===== src/rtl/alu_fifo_param.sv =====
// rtl/alu_fifo_param.sv - ALU whose results are pushed into a DEPTH-entry FIFO and read back in order.
// Optional carry/borrow flag logic is enabled by defining ALU_FIFO_CARRY_EN.
module alu_fifo_param #(
  parameter int WIDTH = 8,
  parameter int DEPTH = 64,
  parameter int AW    = $clog2(DEPTH)
) (
  input  logic             clk,
  input  logic             rst_n,
  input  logic [WIDTH-1:0] a,
  input  logic [WIDTH-1:0] b,
  input  logic [2:0]       sel,
  input  logic             wr_en,
  input  logic             rd_en,
  input  logic             clr,
  output logic [WIDTH-1:0] dato_salida,
  output logic             valid_out,
  output logic             zero_flag,
  output logic             carry_flag,
  output logic             overflow,
  output logic             full,
  output logic             empty,
  output logic [AW:0]      count
);

  localparam logic [AW:0] DEPTH_C = (AW+1)'(DEPTH);

  logic [WIDTH-1:0] mem [DEPTH];

  logic [AW-1:0]    wptr_q, wptr_d, rptr_q, rptr_d;
  logic [AW:0]      count_q, count_d;
  logic [WIDTH-1:0] dout_q, dout_d;
  logic             valid_q, valid_d;
  logic             zero_q, zero_d;
  logic             carry_q, carry_d;
  logic             ovf_q, ovf_d;
  logic             full_q, full_d;
  logic             empty_q, empty_d;

  logic [WIDTH-1:0] alu_res;
  logic             alu_carry;
  logic             push, pop;

  always_comb begin
    alu_res   = '0;
    alu_carry = 1'b0;
    case (sel)
      3'b000: begin
`ifdef ALU_FIFO_CARRY_EN
        {alu_carry, alu_res} = {1'b0, a} + {1'b0, b};
`else
        alu_res = a + b;
`endif
      end
      3'b001: begin
`ifdef ALU_FIFO_CARRY_EN
        // the extra top bit of the widened difference is the unsigned borrow
        {alu_carry, alu_res} = {1'b0, a} - {1'b0, b};
`else
        alu_res = a - b;
`endif
      end
      3'b010: alu_res = a & b;
      3'b011: alu_res = a | b;
      3'b100: alu_res = a ^ b;
      3'b101: alu_res = ~a;
      3'b110: begin
`ifdef ALU_FIFO_CARRY_EN
        {alu_carry, alu_res} = {a, 1'b0};
`else
        alu_res = {a[WIDTH-2:0], 1'b0};
`endif
      end
      default: begin
        alu_res = a >> 1;
`ifdef ALU_FIFO_CARRY_EN
        alu_carry = a[0];
`endif
      end
    endcase
  end

  // a full FIFO can still take a push when a pop frees the slot on the same edge
  assign push = wr_en && !clr && (!full_q || rd_en);
  assign pop  = rd_en && !clr && !empty_q;

  always_comb begin
    wptr_d  = wptr_q;
    rptr_d  = rptr_q;
    count_d = count_q;
    dout_d  = dout_q;
    valid_d = pop;
    zero_d  = zero_q;
    carry_d = carry_q;
    ovf_d   = ovf_q;
    if (clr) begin
      wptr_d  = '0;
      rptr_d  = '0;
      count_d = '0;
      ovf_d   = 1'b0;
    end else begin
      if (push) begin
        wptr_d  = wptr_q + AW'(1);
        zero_d  = (alu_res == '0);
        carry_d = alu_carry;
      end else if (wr_en) begin
        ovf_d = 1'b1;
      end
      if (pop) begin
        rptr_d = rptr_q + AW'(1);
        dout_d = mem[rptr_q];
      end
      case ({push, pop})
        2'b10:   count_d = count_q + (AW+1)'(1);
        2'b01:   count_d = count_q - (AW+1)'(1);
        default: count_d = count_q;
      endcase
    end
    full_d  = (count_d == DEPTH_C);
    empty_d = (count_d == '0);
  end

  // storage is deliberately left out of reset
  always_ff @(posedge clk) begin
    if (push) begin
      mem[wptr_q] <= alu_res;
    end
  end

  always_ff @(posedge clk or negedge rst_n) begin
    if (!rst_n) begin
      wptr_q  <= '0;
      rptr_q  <= '0;
      count_q <= '0;
      dout_q  <= '0;
      valid_q <= 1'b0;
      zero_q  <= 1'b0;
      carry_q <= 1'b0;
      ovf_q   <= 1'b0;
      full_q  <= 1'b0;
      empty_q <= 1'b1;
    end else begin
      wptr_q  <= wptr_d;
      rptr_q  <= rptr_d;
      count_q <= count_d;
      dout_q  <= dout_d;
      valid_q <= valid_d;
      zero_q  <= zero_d;
      carry_q <= carry_d;
      ovf_q   <= ovf_d;
      full_q  <= full_d;
      empty_q <= empty_d;
    end
  end

  assign dato_salida = dout_q;
  assign valid_out   = valid_q;
  assign zero_flag   = zero_q;
  assign carry_flag  = carry_q;
  assign overflow    = ovf_q;
  assign full        = full_q;
  assign empty       = empty_q;
  assign count       = count_q;

endmodule


===== config.mk =====
export PLATFORM = sky130hd
export DESIGN_NAME = alu_fifo_param
export DESIGN_NICKNAME = d
export VERILOG_FILES = /design/src/rtl/alu_fifo_param.sv
export SDC_FILE = /design/constraint.sdc
export NUM_CORES = 1
export LEC_CHECK = 0
export ABC_AREA = 0
export BUFFER_PORTS_ARGS = -buffer_cell sky130_fd_sc_hd__buf_2
export CORE_AREA = 10 10 308 310
export CTS_CLUSTER_SIZE = 40
export DETAILED_ROUTE_END_ITERATION = 12
export DIE_AREA = 0 0 318 320
export GPL_TIMING_DRIVEN = 0
export HOLD_SLACK_MARGIN = 0.03
export SLEW_MARGIN = 5
export SYNTH_ARGS = -nofsm -noshare
export SYNTH_HDL_FRONTEND = slang
export SYNTH_SLANG_ARGS = --single-unit
export TNS_END_PERCENT = 20

===== constraint.sdc =====
create_clock -name clk -period 4.5 [get_ports clk]
set_input_delay 1.125 -clock clk [delete_from_list [all_inputs] [get_ports clk]]
set_output_delay 1.125 -clock clk [all_outputs]
set_load 0.02 [all_outputs]

==> reports/metrics.cfg <==
[run_status]
status=complete, no violations

[detailed_routing]
drt.antenna.violating_nets=0
drt_wl_total_mm=54.7
drt_iter0_drc=1093
via_per_inst=4.70
wl_per_cell_microns=20.4
drtPass1Iterations=7
vias=12600
drcViolationCount=0

[pwr]
vdd_drop_max_uv=279
power_leakage_nw=8.39
p_total_mw=12.0
power_density_nw_per_um2=453

[cells_and_area]
layout.nets=1529
fin_cells=2680
seq_area_sq_um=16200
drive_gt1_frac=0.180
syn2layout_area_growth_pct=16.0
fill_cells=8563
multiInputGateArea_sq_um=6170

[place]
place_ws_ns=-0.0319
gp_congestion=0.848
dp.final_hpwl_mm=37.6
dp.cells=2581
port_buffers=43

[timing]
period_minus_slack_ns=3.95
period_share=0.879
fin_worst_skew_ns=0.0218
slew_headroom=0.219
drv_slew=0
max_freq_mhz=253
setup_ws_ns=0.546
setup-tns-final_ns=0
rsz0062_at_grt=no
worst_pin_slew_ns=1.16
holdWs_ns=0.512
setup_viol=0
hold_viol_final=0

[logic_synthesis]
netlist_area_sq_um=22900
async_reset_ff_frac=0.0588
synth_compound_area_frac=0.0573
synth-seq-area-share=0.707
synthSimpleGateAreaFrac=0.0607
synth_edf_count=512
synth_mux_area_frac=0.122
ys_top_cells_by_count=edfxtp_1 (512), nor2_1 (122), mux2i_1 (95), mux4_2 (80), o22ai_1 (45)
synth.top_cell.area_share=0.672
synth_top_family_by_area=multiplexers
yosysTopAreaCell=edfxtp_1
yosys_warnings=0
synthesis.area_per_instance_sq_um=16.8
synthAdderAreaFrac=0.0192
synth_seq_cells=544
synthXorXnorAreaFrac=0.00842
ys_top_cells_by_area=edfxtp_1 (67%), mux4_2 (7.9%), mux2i_1 (4.2%)
syn_inst=1363
yosysMostFrequentCell=edfxtp_1
synth_nets=1421
synth.distinct_cells=63
ys.flop_type=edfxtp_1

[clock_tree]
holdBufCountCts=0
ctsResizeCount=0
postCtsSetupRepairBufs=0
cts_made_buffers=53
cts_num_sinks=544
cts_max_level=2
cts-root-buf=clkbuf_16
cts_buffer_depth=3
tritoncts=yes
clk_latency_ns=0.60
path_clk_slew_ns=0.06

[die]
ios=45
die_w_microns=318
core_sq_um=88200
start_util=0.259
die-height_microns=320
fp-row-count=109
design.die.area_sq_um=102000

[critical_path]
worstPathRequired_ns=4.99
critPathMaxFanout=10
startpoint_type=input pin
critical_path.startpoint=clr
endpoint=empty
reg2reg_depth=11
cpMostUsedCell=buf_2
worstReg2RegStart=empty
critPathArrivalTime_ns=4.44
crit_path_max_incr_delay_ns=0.52
worstSetupPathDepth=12
critical_path_class=in -> reg
crit_buf_inv=3
path_cells=buf_2 -> or3_1 -> buf_2 -> clkinv_1 -> ha_1 -> fa_1 -> a21o_1 -> a21oi_1 -> o21ai_0 -> nand3_1 -> mux2_2 -> nor4b_1
r2r-end=empty
cpLargestDelayFamily=adder cells
regToRegSetupSlack_ns=0.74
cp-end-kind=flop
slowest_stage=ha_1

[global_routing]
grt_max_degree=45
antenna_found_initial=5
grt_first_pass_wirelength_mm=82.0
globalRouteTotalUtil=0.104
grt.overflow.total=0
grt_pass1_vias=12700

[flow_run]
maxCapViolCount=0

[min_path]
hold_class=reg -> reg

==> layer usage <==
layer	vias up	part of all wire	track usage
li1	5608	-	-
met1	6466	0.41	0.130
met2	426	0.50	0.179
met3	105	0.070	0.0221
met4	4	0.026	0.0306
met5	-	0.00040	0
==> placed cells by master, fill, tap and decap left out, types with 5 or more instances in the layout <==
cell type and n:
buf_1 10, buf_12 10, ha_1 32, a221oi_1 11, o21ai_0 22, nor2b_1 31
clkbuf_16 55, clkinv_1 13, and3_1 11, buf_6 8, clkbuf_1 39, a211oi_1 26
nor4_1 8, mux4_2 80, a21oi_1 36, dfrtp_1 31, clkinv_2 9, nand3_1 19
buf_2 64, nor2_1 122, nand2_1 25, mux2i_1 95, bufinv_16 5, inv_1 29
nand2b_1 13, o22ai_1 45, xor2_1 8, edfxtp_1 512, a22o_1 10, nand3b_1 5
buf_4 9, xnor2_1 14, a31oi_1 6, a22oi_1 17
==> layout make-up <==
cell class | count | area share
antenna | 1 | 0.0000942
buffer | 80 | 0.0177
clock buffer | 67 | 0.0543
clock inverter | 31 | 0.0106
inverter | 32 | 0.00452
multi-input combinational | 707 | 0.232
sequential | 544 | 0.609
tap | 1165 | 0.0549
timing repair buffer | 53 | 0.0165
==> worst register-to-register path, cell delays in order (launching register included) <==
cell and delay (ns):
dfstp_2 0.57, or3_1 0.16, buf_2 0.23, clkinv_1 0.41, ha_1 0.53, fa_1 0.46, a21o_1 0.17, a21oi_1 0.26
o21ai_0 0.12, nand3_1 0.09, mux2_2 0.36, nor4b_1 0.29
==> cells by family (layout without fill, tap and decap cells) <==
| kind of cell | count (synthesis) | count (layout) |
|---|---|---|
| adders and majority gates | 34 | 34 |
| xor gates and xnor gates | 22 | 22 |
| muxes | 178 | 178 |
| other | 1 | 2 |
| and+or+nand+nor | 276 | 276 |
| AOI/OAI and AO/OA | 196 | 196 |
| DFF | 544 | 544 |
| buffers and inverters | 112 | 263 |
==> metrics by stage <==
step	instance area [sq um]	util
global placement	24600	0.278
finish	26600	0.301
CTS	26600	0.301
detailed placement	24800	0.281
global route	26600	0.301
floorplan	22900	-
==> worst min-delay path by stage <==
stage	from	endpoint	slack (ns)	depth (start not counted)
detailed placement	overflow	overflow	0.50	2
global placement	overflow	overflow	0.48	2
finish	overflow	overflow	0.51	2
floorplan	rptr_q[5]	rptr_q[5]	0.57	2
global route	overflow	overflow	0.54	2
CTS	overflow	overflow	0.51	2
==> where the power goes <==
part | switching [mW] | total (mW) | leakage [nW] | internal (mW)
registers | 0.0416 | 5.80 | 5.01 | 5.75
clock network | 1.86 | 4.40 | 0.838 | 2.55
logic | 1.11 | 1.82 | 2.55 | 0.716
total | 3.01 | 12.0 | 8.39 | 9.02
==> sequential cells by signal (all words and copies together), names as in the netlist <==
name	count
mem	512
dato_salida	8
count	7
rptr_q	6
wptr_q	6
empty	1
full	1
overflow	1
valid_out	1
zero_flag	1
Note: power is estimated with default switching activity, not from simulation.
